## src/rtl/id_ex_pipe_reg_pkg.sv

```systemverilog
// Shared definitions for the decode-to-execute pipeline register: width defaults,
// the control-flag bundle and the all-zero bubble value.
package id_ex_pipe_reg_pkg;

  localparam int XLEN_DEF     = 32;
  localparam int RA_W_DEF     = 5;
  localparam int ALUCTL_W_DEF = 3;
  localparam int CNT_W_DEF    = 16;

  typedef struct packed {
    logic regwrite;
    logic alusrc;
    logic memwrite;
    logic resultsrc;
    logic branch;
  } ctrl_flags_t;

  localparam ctrl_flags_t BUBBLE = '0;

  // An invalid decode slot must never carry live controls into execute.
  function automatic ctrl_flags_t gate_ctrl(input ctrl_flags_t c, input logic valid);
    return valid ? c : BUBBLE;
  endfunction

endpackage

```

## src/rtl/id_ex_pipe_reg_load_use_detect.sv

```systemverilog
// Combinational load-use detector: a live load in E whose destination is read
// by the live instruction in D (x0 never counts).
module id_ex_pipe_reg_load_use_detect #(
  parameter int RA_W = 5
) (
  input  logic            valid_e,
  input  logic            regwrite_e,
  input  logic            resultsrc_e,
  input  logic [RA_W-1:0] rd_e,
  input  logic            valid_d,
  input  logic            uses_rs1_d,
  input  logic [RA_W-1:0] rs1_d,
  input  logic            uses_rs2_d,
  input  logic [RA_W-1:0] rs2_d,
  output logic            lu_hazard
);

  logic load_in_e;
  logic hit1;
  logic hit2;

  assign load_in_e = valid_e & regwrite_e & resultsrc_e;
  assign hit1      = uses_rs1_d & (rs1_d != '0) & (rs1_d == rd_e);
  assign hit2      = uses_rs2_d & (rs2_d != '0) & (rs2_d == rd_e);
  assign lu_hazard = load_in_e & valid_d & (hit1 | hit2);

endmodule

```

## src/rtl/id_ex_pipe_reg.sv

```systemverilog
// ID/EX pipeline register with valid bit, branch flush, load-use bubble
// insertion with upstream stall, and a saturating bubble counter.
module id_ex_pipe_reg
  import id_ex_pipe_reg_pkg::*;
#(
  parameter int XLEN     = XLEN_DEF,
  parameter int RA_W     = RA_W_DEF,
  parameter int ALUCTL_W = ALUCTL_W_DEF,
  parameter int CNT_W    = CNT_W_DEF
) (
  input  logic                clk,
  input  logic                rst,
  input  logic                o_p_waitrequest,
  input  logic                flush_e,
  input  logic                valid_d,
  input  logic                regwrite_d,
  input  logic                alusrc_d,
  input  logic                memwrite_d,
  input  logic                resultsrc_d,
  input  logic                branch_d,
  input  logic [ALUCTL_W-1:0] alucontrol_d,
  input  logic [XLEN-1:0]     rd1_d,
  input  logic [XLEN-1:0]     rd2_d,
  input  logic [XLEN-1:0]     imm_ext_d,
  input  logic [XLEN-1:0]     pc_d,
  input  logic [XLEN-1:0]     pcplus4_d,
  input  logic [RA_W-1:0]     rs1_d,
  input  logic [RA_W-1:0]     rs2_d,
  input  logic [RA_W-1:0]     rd_d,
  input  logic                uses_rs1_d,
  input  logic                uses_rs2_d,
  output logic                valid_e,
  output logic                regwrite_e,
  output logic                alusrc_e,
  output logic                memwrite_e,
  output logic                resultsrc_e,
  output logic                branch_e,
  output logic [ALUCTL_W-1:0] alucontrol_e,
  output logic [XLEN-1:0]     rd1_e,
  output logic [XLEN-1:0]     rd2_e,
  output logic [XLEN-1:0]     imm_ext_e,
  output logic [XLEN-1:0]     pc_e,
  output logic [XLEN-1:0]     pcplus4_e,
  output logic [RA_W-1:0]     rs1_e,
  output logic [RA_W-1:0]     rs2_e,
  output logic [RA_W-1:0]     rd_e,
  output logic                stall_fd,
  output logic [CNT_W-1:0]    bubble_cnt
);

  ctrl_flags_t         ctrl_d;
  ctrl_flags_t         ctrl_q;
  logic                valid_q;
  logic [ALUCTL_W-1:0] alu_q;
  logic [CNT_W-1:0]    cnt_q;
  logic                lu_hazard;

  assign ctrl_d = '{regwrite:  regwrite_d,
                    alusrc:    alusrc_d,
                    memwrite:  memwrite_d,
                    resultsrc: resultsrc_d,
                    branch:    branch_d};

  id_ex_pipe_reg_load_use_detect #(
    .RA_W (RA_W)
  ) u_lud (
    .valid_e     (valid_q),
    .regwrite_e  (ctrl_q.regwrite),
    .resultsrc_e (ctrl_q.resultsrc),
    .rd_e        (rd_e),
    .valid_d     (valid_d),
    .uses_rs1_d  (uses_rs1_d),
    .rs1_d       (rs1_d),
    .uses_rs2_d  (uses_rs2_d),
    .rs2_d       (rs2_d),
    .lu_hazard   (lu_hazard)
  );

  // stall_fd asks F/D to hold this cycle; it is dropped under a flush because
  // the D instruction is wrong-path and will be discarded anyway.
  assign stall_fd = lu_hazard & ~flush_e;

  always_ff @(posedge clk or negedge rst) begin
    if (!rst) begin
      valid_q   <= 1'b0;
      ctrl_q    <= BUBBLE;
      alu_q     <= '0;
      rd1_e     <= '0;
      rd2_e     <= '0;
      imm_ext_e <= '0;
      pc_e      <= '0;
      pcplus4_e <= '0;
      rs1_e     <= '0;
      rs2_e     <= '0;
      rd_e      <= '0;
      cnt_q     <= '0;
    end else if (!o_p_waitrequest) begin
      if (flush_e || lu_hazard) begin
        // Bubble: kill valid and controls, leave datapath fields untouched.
        valid_q <= 1'b0;
        ctrl_q  <= BUBBLE;
        alu_q   <= '0;
        if (!flush_e && (cnt_q != {CNT_W{1'b1}})) begin
          cnt_q <= cnt_q + CNT_W'(1);
        end
      end else begin
        valid_q   <= valid_d;
        ctrl_q    <= gate_ctrl(ctrl_d, valid_d);
        alu_q     <= valid_d ? alucontrol_d : '0;
        rd1_e     <= rd1_d;
        rd2_e     <= rd2_d;
        imm_ext_e <= imm_ext_d;
        pc_e      <= pc_d;
        pcplus4_e <= pcplus4_d;
        rs1_e     <= rs1_d;
        rs2_e     <= rs2_d;
        rd_e      <= rd_d;
      end
    end
  end

  assign valid_e      = valid_q;
  assign regwrite_e   = ctrl_q.regwrite;
  assign alusrc_e     = ctrl_q.alusrc;
  assign memwrite_e   = ctrl_q.memwrite;
  assign resultsrc_e  = ctrl_q.resultsrc;
  assign branch_e     = ctrl_q.branch;
  assign alucontrol_e = alu_q;
  assign bubble_cnt   = cnt_q;

endmodule

```

## config.mk

```make
export PLATFORM = sky130hd
export DESIGN_NAME = id_ex_pipe_reg
export DESIGN_NICKNAME = d
export VERILOG_FILES = /design/src/rtl/id_ex_pipe_reg_pkg.sv /design/src/rtl/id_ex_pipe_reg_load_use_detect.sv /design/src/rtl/id_ex_pipe_reg.sv
export SDC_FILE = /design/constraint.sdc
export NUM_CORES = 1
export LEC_CHECK = 0
export ABC_AREA = 1
export CORE_UTILIZATION = 38
export DETAILED_ROUTE_END_ITERATION = 16
export GPL_TIMING_DRIVEN = 0
export HOLD_SLACK_MARGIN = 0.06
export MAX_ROUTING_LAYER = met4
export PLACE_DENSITY = 0.78
export SLEW_MARGIN = 20
export SYNTH_ARGS = -nofsm -noshare
export SYNTH_HDL_FRONTEND = slang
export SYNTH_SLANG_ARGS = --single-unit
```

## constraint.sdc

```tcl
create_clock -name clk -period 1.86 [get_ports clk]
set_clock_uncertainty 0.1 [all_clocks]
set_input_delay 0.465 -clock clk [delete_from_list [all_inputs] [get_ports clk]]
set_output_delay 0.465 -clock clk [all_outputs]
set_load 0.01 [all_outputs]
```

==> results.rst <==
.. list-table::
   :header-rows: 1

   * - Metric
     - Value
   * - Launch point of the worst reg-to-reg path
     - rd_e[1]
   * - Die span in y
     - 151 microns
   * - Post-synthesis register bit count
     - 200
   * - Die footprint
     - 22700 sq um
   * - Min Tclk post-route
     - 2.46 ns
   * - Fmax
     - 0.406 GHz
   * - Run status
     - finished with violations
   * - Global placer's final weighted congestion
     - 0.861
   * - Violated checks
     - negative setup slack
   * - Average wire per cell in the routed design
     - 16.3 microns
   * - Kind of launch point of the worst setup path
     - flip-flop
   * - Internal Pwr Total
     - 8.15 mW
   * - Global-route wire length before repair
     - 41.2 mm
   * - Most common cell in the netlist
     - nand2_1
   * - Relative contribution of sequential cells to total power
     - 45.1%
   * - Area of combinational cells with multiple inputs
     - 2990 sq um
   * - Part of the Yosys area used for sequential elements
     - 59.5%
   * - Number of levels the H-tree was split into
     - 4
   * - Total CTS buffers
     - 17
   * - Slew Viols, Final
     - 0
   * - Port buffer count
     - 389
   * - Count of final setup violators
     - 367
   * - Power per Cell Area
     - 824 nW/um^2
   * - Dominant register cell in the synthesized netlist
     - dfrtp_1
   * - First-pass DRT Iterations
     - 5
   * - Utilization of the core after routing
     - 63.3%
   * - Tightest Pin Transition
     - 0.521 ns
   * - Fraction of the cycle the final worst path needs
     - 132%
   * - Mean instance size in the synthesized netlist
     - 8.69 sq um
   * - Starting Density
     - 38.7%
   * - Io pins
     - 391
   * - Placeable core region
     - 21800 sq um
   * - Total track usage
     - 24.4%
   * - CP Class
     - reg -> out
   * - Flop-to-flop setup slack
     - -0.24 ns
   * - Post-route worst hold slack
     - 0.257 ns
   * - Switching Fraction
     - 28.1%
   * - Worst flop-to-flop path endpoint
     - imm_ext_e[0]
   * - Final layout net count
     - 1587
   * - NetSw
     - 3.19 mW
   * - Register Area
     - 5010 sq um
   * - Clock transition at path regs
     - 0.08 ns
   * - Mapped Cells
     - 968
   * - R2r worst-path depth
     - 15
   * - ANT nets after route
     - 0
   * - Max-slew headroom
     - 65.3%
   * - Post-route setup TNS
     - -34.92 ns
   * - Part of the power in the clock network
     - 31.5%
   * - Unrepaired setup endpoints after global routing
     - true
   * - Net count after synthesis
     - 1159
   * - Layout cell share with drive strength beyond 1
     - 10.3%
   * - Per-cell via count in the routed design
     - 4.88
   * - Slack of the critical path
     - -0.601 ns
   * - Number of fill cells in the layout
     - 1789
   * - Power share of the combinational group
     - 23.4%
   * - Antenna violations before repair
     - 3
   * - Chip Width
     - 151 microns
   * - Hold wc startpoint
     - o_p_waitrequest
   * - Initial detailed-routing violation count
     - 311
   * - Synth unique cells
     - 28
   * - Crit. End Element
     - output pin
   * - Largest cells by area after synthesis
     - dfrtp_1, nand2_1, nand3_1
   * - Leak
     - 6.80 nW
   * - Final wirelength
     - 27.6 mm
   * - CTS tree
     - built
   * - GR Overflow Total
     - 0
   * - Post-synth EDFFs
     - 0
   * - Count of standard-cell rows
     - 54
   * - Root buffer cell
     - clkbuf_16
   * - Total standard cell area after synthesis
     - 8420 sq um
   * - Placed wire-length estimate after detailed placement
     - 20.2 mm
   * - Endpoint, Worst Hold
     - alucontrol_e[2]
   * - DRC
     - 0
   * - Most instantiated cells after synthesis
     - nand2_1, dfrtp_1, nand3_1
   * - Synthesis Warnings
     - 0
   * - Largest fanout of any net on the critical path
     - 4
   * - Hold Path Cell Cnt
     - 3
   * - Cell accounting for the most synthesized area
     - dfrtp_1
   * - Pin count of the biggest net entering global routing
     - 99
   * - Share of the synthesized area in the top cell type
     - 59.5%
   * - Required time at the endpoint of the critical path
     - 1.29 ns
   * - Async set-reset flop share out of synthesis
     - 100%
   * - Routed vias
     - 8245
   * - Number of max-cap violations
     - 0
   * - Maximum vdd drop
     - 544 uV
   * - Insertion delay of the later-clocked pin in the worst-skew pair
     - 0.43 ns
   * - Via count of the first global-routing pass
     - 7898
   * - Number of sinks on the clock net
     - 200
   * - Layout overhead on the synthesized area
     - 63.6%
   * - Final number of hold-violating endpoints
     - 0
   * - Worst min path class
     - in -> reg
   * - Maximum clock insertion buffer count
     - 2
   * - Arrival time reported for the critical path endpoint
     - 1.90 ns
[through the flow]
| stage | cell area (sq um) | power, mW | setup WS, ns | std cells |
|---|---|---|---|---|
| after floorplan | 8440 | 6.02 | -0.0973 | 968 |
| after detailed placement | 12700 | 7.77 | -1.41 | 1639 |
| after global routing | 13800 | 11.9 | -0.718 | 1691 |
| after CTS | 13700 | 11.4 | -0.632 | 1687 |
| final | 13800 | 11.3 | -0.601 | 1691 |
| after global placement | 12700 | 7.70 | -8.29 | 1637 |
[kinds of logic (layout without fill, tap and decap cells)]
| kind of cell | count (synthesis) | in the layout | share of synthesized area (%) |
|---|---|---|---|
| compound gates | 19 | 19 | 1.16 |
| xor+xnor | 2 | 2 | 0.208 |
| fa+ha+maj | 1 | 1 | 0.149 |
| buf+inv | 95 | 535 | 6.11 |
| flops | 200 | 200 | 59.5 |
| other cells | 0 | 3 | 0 |
| simple gates | 651 | 651 | 32.9 |
[final cells by class]
class,instances,area share (%)
antenna,3,0.0545
buffer,59,3.92
clock buffer,19,3.22
clock inverter,12,0.818
inverter,36,0.981
multi-input combinational,673,21.7
sequential,200,36.4
tap,280,2.54
timing repair buffer,409,30.4
[power groups by stage]
| stage | sequential [mW] | combinational, mW | clock [mW] |
|---|---|---|---|
| finish | 5.12 | 2.65 | 3.58 |
| global route | 5.17 | 2.87 | 3.82 |
| CTS | 5.11 | 2.67 | 3.66 |
| detailed placement | 5.19 | 2.58 | 0 |
| global placement | 5.18 | 2.52 | 0 |
| floorplan | 5.41 | 0.602 | 0 |
[registers in the layout, indices dropped and copies added (netlist names)]
register and flops:
alucontrol_e 3, bubble_cnt 16, branch_e 1, regwrite_e 1
rs1_e 5, imm_ext_e 32, rs2_e 5, rd2_e 32
memwrite_e 1, pcplus4_e 32, alusrc_e 1, resultsrc_e 1
pc_e 32, rd_e 5, rd1_e 32, valid_e 1
[metal layers]
metal	track usage [%]	wire, microns
met4	10.2	872
met5	-	0
met2	40.3	13900
met1	28.0	10800
met3	6.48	2100
[layout by cell type, fill, tap and decap left out, types with 4 or more instances in the layout]
master | netlist | routed
clkdlybuf4s50_1 | 0 | 357
a21oi_1 | 4 | 4
nand2_1 | 419 | 415
buf_2 | 35 | 20
clkbuf_16 | 0 | 17
dlygate4sd2_1 | 0 | 25
buf_1 | 8 | 8
inv_2 | 7 | 9
nor2_1 | 22 | 15
dlymetal6s2s_1 | 0 | 5
dfrtp_1 | 200 | 197
buf_4 | 3 | 17
nand4_1 | 8 | 8
nand2_2 | 11 | 14
buf_6 | 10 | 7
nand3b_1 | 6 | 6
o21ai_0 | 13 | 11
buf_8 | 1 | 15
inv_1 | 29 | 27
nor2_4 | 1 | 4
buf_12 | 1 | 7
inv_8 | 0 | 4
nor2_2 | 1 | 5
clkinv_4 | 0 | 5
nand3_1 | 175 | 174
[timing repair]
| action | CTS | global route |
|---|---|---|
| setup endpoints to repair | 401 | 383 |
| endpoints found under the hold margin | 14 | 0 |
| setup buffers | 12 | 1 |
| gates cloned | 4 | 0 |
| pin swaps | 9 | 9 |
| resized for setup | 85 | 21 |
| hold buffers | 1 | 0 |
[how the worst max path moves through the flow]
stage	startpoint	endpoint	slack [ns]	cells past startpoint
2_1_floorplan	uses_rs1_d	stall_fd	-0.1	9
3_3_place_gp	rst	imm_ext_e[21]	-8.29	1
3_5_place_dp	rs2_d[1]	stall_fd	-1.41	12
4_1_cts	rd_e[1]	stall_fd	-0.63	12
5_1_grt	rd_e[1]	stall_fd	-0.72	12
6_report	rd_e[1]	stall_fd	-0.60	12
[worst max-delay path, stage by stage, from the launching register on]
cell,delay [ns]
dfrtp_1,0.42
inv_2,0.09
nand2_2,0.05
nand2_1,0.05
nand2_1,0.05
nor2_2,0.11
nand3_2,0.11
nand2_4,0.10
nand2_4,0.06
buf_12,0.14
buf_12,0.11
nor2_4,0.07
buf_6,0.11
No activity file was read; power rests on OpenSTA's default activity.
